$ cat src/rtl/cbd_byte_loader_if.sv
// Handshake and data bus between the SHAKE256 squeeze port, the byte loader and the cbd sampler.
// "master" is the producer/consumer side; "slave" is the loader.
interface cbd_byte_loader_if #(
  parameter int BEAT_BYTES = 8
);
  logic                    i_start;
  logic [1:0]              i_eta;
  logic                    i_valid;
  logic [8*BEAT_BYTES-1:0] i_data;
  logic                    i_ack;
  logic                    o_ready;
  logic                    o_busy;
  logic                    o_done;
  logic [192*8-1:0]        o_ibytes;

  modport master (
    output i_start, i_eta, i_valid, i_data, i_ack,
    input  o_ready, o_busy, o_done, o_ibytes
  );

  modport slave (
    input  i_start, i_eta, i_valid, i_data, i_ack,
    output o_ready, o_busy, o_done, o_ibytes
  );
endinterface

$ cat src/rtl/cbd_byte_loader.sv
// Gathers PRF squeeze beats into the 192-byte cbd input bus, right-aligned for eta=2,
// and holds the assembled bus until the consumer acknowledges it.
module cbd_byte_loader #(
  parameter int BEAT_BYTES = 8
) (
  input logic              i_clk,
  input logic              i_rst,
  cbd_byte_loader_if.slave bus
);
  localparam int NBEAT3 = 192 / BEAT_BYTES;
  localparam int NBEAT2 = 128 / BEAT_BYTES;
  localparam int CNT_W  = $clog2(NBEAT3 + 1);
  localparam int BEAT_W = 8 * BEAT_BYTES;

  localparam logic [CNT_W-1:0] LAST3 = CNT_W'(NBEAT3 - 1);
  localparam logic [CNT_W-1:0] LAST2 = CNT_W'(NBEAT2 - 1);

  localparam logic [1:0] ST_IDLE = 2'd0;
  localparam logic [1:0] ST_LOAD = 2'd1;
  localparam logic [1:0] ST_DONE = 2'd2;

  logic [1:0]                     state_q;
  logic [CNT_W-1:0]               cnt_q;
  logic [1:0]                     eta_q;
  logic [NBEAT3-1:0][BEAT_W-1:0]  buffer_q;

  logic                           eta2;
  logic [CNT_W-1:0]               last;
  logic [CNT_W-1:0]               slot;
  logic [BEAT_BYTES-1:0][7:0]     beat_in;
  logic [BEAT_BYTES-1:0][7:0]     beat_rev;

  assign eta2 = (eta_q == 2'd2);
  assign last = eta2 ? LAST2 : LAST3;

  // Beat b lands in the slot (last - b): the first stream byte sits at the top of the
  // bus for eta=3, and at bit 1023 for eta=2, leaving the upper 64 bytes zero.
  assign slot    = last - cnt_q;
  assign beat_in = bus.i_data;

  // Stream byte 0 is the low byte of the beat but must occupy the highest byte of its slot.
  always_comb begin
    // NOTE: default assignment first so no path through the block can infer a latch.
    beat_rev = '0;
    for (int j = 0; j < BEAT_BYTES; j++) begin
      beat_rev[BEAT_BYTES-1-j] = beat_in[j];
    end
  end

  // NOTE: state uses non-blocking assignments so every register samples pre-edge values.
  always_ff @(posedge i_clk) begin
    if (i_rst) begin
      state_q  <= ST_IDLE;
      cnt_q    <= '0;
      eta_q    <= 2'd3;
      // NOTE: the buffer is reset too, because it drives o_ibytes straight to cbd.
      buffer_q <= '0;
    end else if (bus.i_start) begin
      // Start wins over a same-cycle beat and over i_ack, in every state.
      state_q  <= ST_LOAD;
      cnt_q    <= '0;
      eta_q    <= bus.i_eta;
      buffer_q <= '0;
    end else begin
      case (state_q)
        ST_IDLE: ;
        ST_LOAD: begin
          if (bus.i_valid) begin
            buffer_q[slot] <= beat_rev;
            cnt_q          <= cnt_q + 1'b1;
            if (cnt_q == last) begin
              state_q <= ST_DONE;
            end
          end
        end
        ST_DONE: begin
          if (bus.i_ack) begin
            state_q <= ST_IDLE;
          end
        end
        default: state_q <= ST_IDLE;
      endcase
    end
  end

  assign bus.o_ready  = (state_q == ST_LOAD);
  assign bus.o_busy   = (state_q == ST_LOAD);
  assign bus.o_done   = (state_q == ST_DONE);
  assign bus.o_ibytes = buffer_q;

endmodule

$ cat src/flat_wrapper.sv
// flat-port wrapper written by rule: the top's interface ports become plain ports
module cbd_byte_loader_flat 
#(
  parameter int BEAT_BYTES = 8
)
  (i_clk, i_rst, bus_i_start, bus_i_eta, bus_i_valid, bus_i_data, bus_i_ack, bus_o_ready, bus_o_busy, bus_o_done, bus_o_ibytes);
  cbd_byte_loader_if #(.BEAT_BYTES(BEAT_BYTES)) bus_i ();
  input logic i_clk;
  input logic i_rst;
  input wire logic [$bits(bus_i.i_start)-1:0] bus_i_start;
  input wire logic [$bits(bus_i.i_eta)-1:0] bus_i_eta;
  input wire logic [$bits(bus_i.i_valid)-1:0] bus_i_valid;
  input wire logic [$bits(bus_i.i_data)-1:0] bus_i_data;
  input wire logic [$bits(bus_i.i_ack)-1:0] bus_i_ack;
  output wire logic [$bits(bus_i.o_ready)-1:0] bus_o_ready;
  output wire logic [$bits(bus_i.o_busy)-1:0] bus_o_busy;
  output wire logic [$bits(bus_i.o_done)-1:0] bus_o_done;
  output wire logic [$bits(bus_i.o_ibytes)-1:0] bus_o_ibytes;
  assign bus_i.i_start = bus_i_start;
  assign bus_i.i_eta = bus_i_eta;
  assign bus_i.i_valid = bus_i_valid;
  assign bus_i.i_data = bus_i_data;
  assign bus_i.i_ack = bus_i_ack;
  assign bus_o_ready = bus_i.o_ready;
  assign bus_o_busy = bus_i.o_busy;
  assign bus_o_done = bus_i.o_done;
  assign bus_o_ibytes = bus_i.o_ibytes;
  cbd_byte_loader #(.BEAT_BYTES(BEAT_BYTES)) u_core (.i_clk(i_clk), .i_rst(i_rst), .bus(bus_i));
endmodule
$ cat config.mk
export PLATFORM = sky130hd
export DESIGN_NAME = cbd_byte_loader_flat
export DESIGN_NICKNAME = d
export VERILOG_FILES = /design/src/rtl/cbd_byte_loader_if.sv /design/src/rtl/cbd_byte_loader.sv /design/src/flat_wrapper.sv
export SDC_FILE = /design/constraint.sdc
export NUM_CORES = 2
export LEC_CHECK = 0
export CAP_MARGIN = 20
export CORE_AREA = 2 2 626 628
export DETAILED_ROUTE_END_ITERATION = 12
export DIE_AREA = 0 0 628 630
export GPL_ROUTABILITY_DRIVEN = 0
export PLACE_DENSITY_LB_ADDON = 0.15
export SYNTH_ARGS = -nofsm -noshare
export SYNTH_HDL_FRONTEND = slang
export SYNTH_SLANG_ARGS = --single-unit
$ cat constraint.sdc
create_clock -name i_clk -period 6 [get_ports i_clk]
set_input_delay 1.2 -clock i_clk [delete_from_list [all_inputs] [get_ports i_clk]]
set_output_delay 1.2 -clock i_clk [all_outputs]
set_load 0.005 [all_outputs]
; After elaboration in Yosys (flattened, before gate mapping)
; Index checks and enable logic that the tools add are counted.
[classes]
addsub = 2
magnitude_cmp = 2
eq_ne = 11
mux = 9
bitwise_logic = 1
n_reduce_logical = 6
[ops]
columns = cell, n
row1 = 1536-bit bitwise mux, 1
row2 = 64-bit demux with 5-bit select, 1
row3 = 64-bit 2-to-1 mux, 1
row4 = 4-bit AND reduction, 2
row5 = "5-bit by 6-bit < comparator with 1-bit output, second input constant", 1
row6 = 2-bit 2-to-1 mux, 3
row7 = "2-bit != test, second input constant", 3
row8 = "3-bit != test, second input constant", 2
row9 = 2-bit case mux with 3 select lines, 1
row10 = "5-bit by 1-bit adder with 5-bit output, second input constant", 1
row11 = 5-bit == test, 1
row12 = "5-bit by 1-bit greater-or-equal comparator with 1-bit output, second input constant", 1
row13 = 5-bit 2-to-1 mux, 1
row14 = 5-bit subtractor, 1
row15 = "2-bit == test, second input constant", 2
row16 = "3-bit by 2-bit != test with 1-bit output, second input constant", 1
row17 = "2-bit by 1-bit == test with 1-bit output, second input constant", 1
row18 = 2-bit logical NOT, 1
row19 = "2-bit by 1-bit != test with 1-bit output, second input constant", 1
row20 = 2-bit AND reduction, 1
row21 = 2-bit OR reduction, 1
row22 = 1-bit logical AND, 1
row23 = 1-bit 2-to-1 mux, 1
row24 = 1-bit NOT, 1
[word_totals]
reg_bits = 1545
out_inout_bits = 1539
wordCells = 59

; Logic depth before layout (Yosys ltp)
[logic_depth]
ltp_word = 8
mapped_depth = 10
depth_no_buf = 7

; Least setup slack after synthesis
; No wires, ideal clock.
[synth_timing]
path_type = in2reg
start = input port bus_i_start
end = register u_core.buffer_q, in the netlist u_core.bus.o_ibytes[1003]
arrival_time_ps = 2503
slack_ps = 3426
stages = 6
path_cell_list = nor2_1 > clkbuf_1 > clkbuf_1 > nand2_1 > clkbuf_1 > mux2i_1
[synth_between]
elab_chain_len = 1
[synth_lines]
columns = element, line
row1 = start: declaration, flat_wrapper.sv:10  ; input wire logic [$bits(bus_i.i_start)-1:0] bus_i_start;
row2 = 2-bit OR reduction (no line), n/a
row3 = end signal: indexed assignment, cbd_byte_loader.sv:69  ; buffer_q[slot] <= beat_rev;
row4 = end: declaration, cbd_byte_loader.sv:25  ; logic [NBEAT3-1:0][BEAT_W-1:0] buffer_q;
; Every way passes these cells.
; A chain may end at the register's enable or synchronous reset.

; Final worst setup path
[layout_timing]
start = register u_core.state_q[0]
end = output port bus_o_ready
[layout_between]
elab_chain_len = 1
[layout_lines]
columns = element, line
row1 = start: declaration, cbd_byte_loader.sv:22  ; logic [1:0] state_q;
row2 = start signal: assignment, cbd_byte_loader.sv:53  ; state_q <= ST_IDLE;
row3 = start signal: assignment, cbd_byte_loader.sv:60  ; state_q <= ST_LOAD;
row4 = start signal: assignment, cbd_byte_loader.sv:72  ; state_q <= ST_DONE;
row5 = 2-bit by 1-bit == test with 1-bit output, cbd_byte_loader.sv:86  ; assign bus.o_ready = (state_q == ST_LOAD);
row6 = end: declaration, flat_wrapper.sv:15  ; output wire logic [$bits(bus_i.o_ready)-1:0] bus_o_ready;
; Every way passes these cells.

==> results_dict.tcl <==
set metrics [dict create \
    gr-total-overflow 0 \
    synth_nets 5307 \
    coreArea_sq_mm 0.388 \
    firstDrtPassIters 7 \
    die-area_sq_mm 0.396 \
    drtAntennaViolNets 0 \
    ctsHtreeMaxLevel 4 \
    grt_pass1_wl_um 418000 \
    dr_total_vias 43500 \
    numCtsBuffers 201 \
    drv_cap 0 \
    timing.final.crit_share 0.702 \
    cts_tree "built" \
    drv_slew 0 \
    multi_input_area_sq_mm 0.0223 \
    dp_slack_ns 1.54 \
    cts_hold_buffers 0 \
    crit_path_end_kind "output port" \
    wl_um 318000 \
    tns_ns 0 \
    wl_per_cell_um 26.3 \
    cp_max_fo 8 \
    yosysSeqAreaShare 0.565 \
    ir_drop_v 0.000219 \
    synthCells 5231 \
    grt_max_degree 142 \
    setup_viol 0 \
    synth-seq-cells 1545 \
    power.density_mw_per_mm2 280 \
    avgSynthCellArea_sq_um 10.5 \
    skew_ns 0.0644 \
    drc 0 \
    outcome "complete, no violations" \
    critPathMaxStageDelay_ns 0.96 \
    dp.cells 11700 \
    seqCellArea_sq_mm 0.0309 \
    ios 1610 \
    worstSetupStartpointType "flop" \
    start_util 0.141 \
    slew_headroom 0.207 \
    layout-drive-gt1-share 0.0733 \
    min_period_ns 4.21 \
    dp_hpwl_um 218000 \
    required_ns 4.80 \
    timing.fmax_mhz 237 \
    cts_resized 0 \
    grtUsageTotal 0.154 \
    fillerInstances 42000 \
    drtIter0Drc 2148 \
    synthDistinctLibCells 26 \
    synth_area_sq_mm 0.0548 \
    fp.dieH_um 630 \
    critical_path.cell_chain "nor2b_1 -> clkdlybuf4s50_1" \
    vias_per_cell 3.61 \
    crit_type "reg -> out" \
    synthToLayoutAreaGrowth_pct 52.9 \
    worstHoldPathType "reg -> reg" \
    antenna_found_initial 41 \
    layout_setup_ws_ns 1.79 \
    arrival_ns 3.01 \
    yosysWarnings 0 \
    std_cell_rows 229 \
    clk_latency_ns 0.90 \
    postCtsSetupBuffers 0 \
    slowest_stage "clkdlybuf4s50_1" \
    final_util 0.216 \
    cts.sinks 1545 \
    final_cells 12100 \
    layout.nets 6770 \
    cts_root_buf "clkbuf_16" \
    hold_viol 0 \
    clockBufferDepth 4 \
    p_leak_uw 0.0377 \
    grt_pass1_vias 43700 \
    rsz0062_at_grt "no" \
    portBuffers 1609 \
    clkSlewWorstSetupHoldPaths_ns 0.06 \
    worst_pin_slew_ns 1.19 \
    dieWidth_um 628 \
    holdWs_ns 0.456 \
]
## cell usage after synthesis
cell type / n / share of area
or3_1: 3 / 0.00034
nand2_2: 7 / 0.00080
and3_1: 3 / 0.00034
mux2i_1: 1536 / 0.28
or2_2: 2 / 0.00023
inv_1: 4 / 0.00027
xor2_1: 1 / 0.00016
a21oi_1: 4 / 0.00037
buf_1: 4 / 0.00027
o21ai_0: 2 / 0.00018
buf_4: 2 / 0.00027
nand2b_1: 2 / 0.00023
nand2_1: 1610 / 0.11
nand3_1: 12 / 0.0011
nand4b_1: 4 / 0.00064
ha_1: 5 / 0.0011
dfxtp_1: 1545 / 0.56
and4b_1: 1 / 0.00018
nor3_1: 1 / 0.000091
xnor2_2: 1 / 0.00030
xnor2_1: 5 / 0.00080
nor2b_1: 6 / 0.00069
nor2_1: 12 / 0.00082
clkbuf_1: 303 / 0.021
a211o_1: 2 / 0.00032
buf_2: 154 / 0.014
## final timing paths
| path | slack [ns] | cells past startpoint | from | endpoint |
|---|---|---|---|---|
| max | 1.79 | 2 | u_core.state_q[0] | bus_o_ready |
| min | 0.46 | 2 | u_core.bus.o_ibytes[1450] | u_core.bus.o_ibytes[1450] |
| max reg2reg | 2.02 | 8 | u_core.eta_q[1] | u_core.bus.o_ibytes[1286] |
| min reg2reg | 0.46 | 2 | u_core.bus.o_ibytes[1450] | u_core.bus.o_ibytes[1450] |
## layout make-up
type	count	area share
Clock inverter	56	0.00872
Antenna cell	13	0.000388
Inverter	4	0.000179
Tap cell	5197	0.0776
Timing Repair Buffer	1723	0.206
Multi-Input combinational cell	3219	0.266
Clock buffer	311	0.0714
Sequential cell	1545	0.369
## flip-flops by register name, summed over array words and instances (netlist names)
register             count
u_core.bus.o_ibytes   1536
u_core.state_q           2
u_core.eta_q             2
u_core.cnt_q             5
## through the flow
| stage | instance area, sq um | total power [uW] |
|---|---|---|
| after floorplan | 54800 | 10800 |
| after global placement | 77000 | 11300 |
| after detailed placement | 77000 | 11300 |
| after CTS | 83700 | 24000 |
| after global routing | 83700 | 24400 |
| final | 83800 | 23500 |
## routing by layer
| layer | track usage | part of all wire | vias up |
|---|---|---|---|
| met4 | 0.0473 | 0.033 | 0 |
| met5 | 0 | 0 | - |
| met1 | 0.173 | 0.39 | 21600 |
| met2 | 0.276 | 0.51 | 1337 |
| met3 | 0.0456 | 0.068 | 388 |
| li1 | - | - | 20200 |
## power breakdown
part           leakage [uW]  switching, uW  internal [uW]
Clock               0.00328           5150           7270
Combinational        0.0220            625            157
Sequential           0.0124           7.54          10300
## cell families after synthesis
logic type / count (synthesis) / synth area share
xor+xnor: 7 / 0.00126
compound gates: 8 / 0.000868
buf+inv: 467 / 0.0357
fa+ha+maj: 5 / 0.00114
flops: 1545 / 0.565
mux: 1536 / 0.281
simple gates: 1663 / 0.116
## critical path: cells and delay by family, from the launching register on
kind	cells	cell delay, ns
buf+inv	1	0.96
flops	1	0.47
simple gates	1	0.69
## placed cells by master, fill, tap and decap left out, drive strengths merged
master	count
clkdlybuf4s50	1609
clkbuf	311
xnor2	6
or2	2
nor2b	6
ha	5
bufinv	9
nor3	1
and3	3
o21ai	2
or3	3
a21oi	4
nor2	12
nand4b	4
clkinv	35
diode	13
nand3	12
a211o	2
mux2i	1536
inv	9
nand2b	2
nand2	1617
xor2	1
buf	114
and4b	1
dfxtp	1545
clkinvlp	7
(Power assumes the default switching activity.)
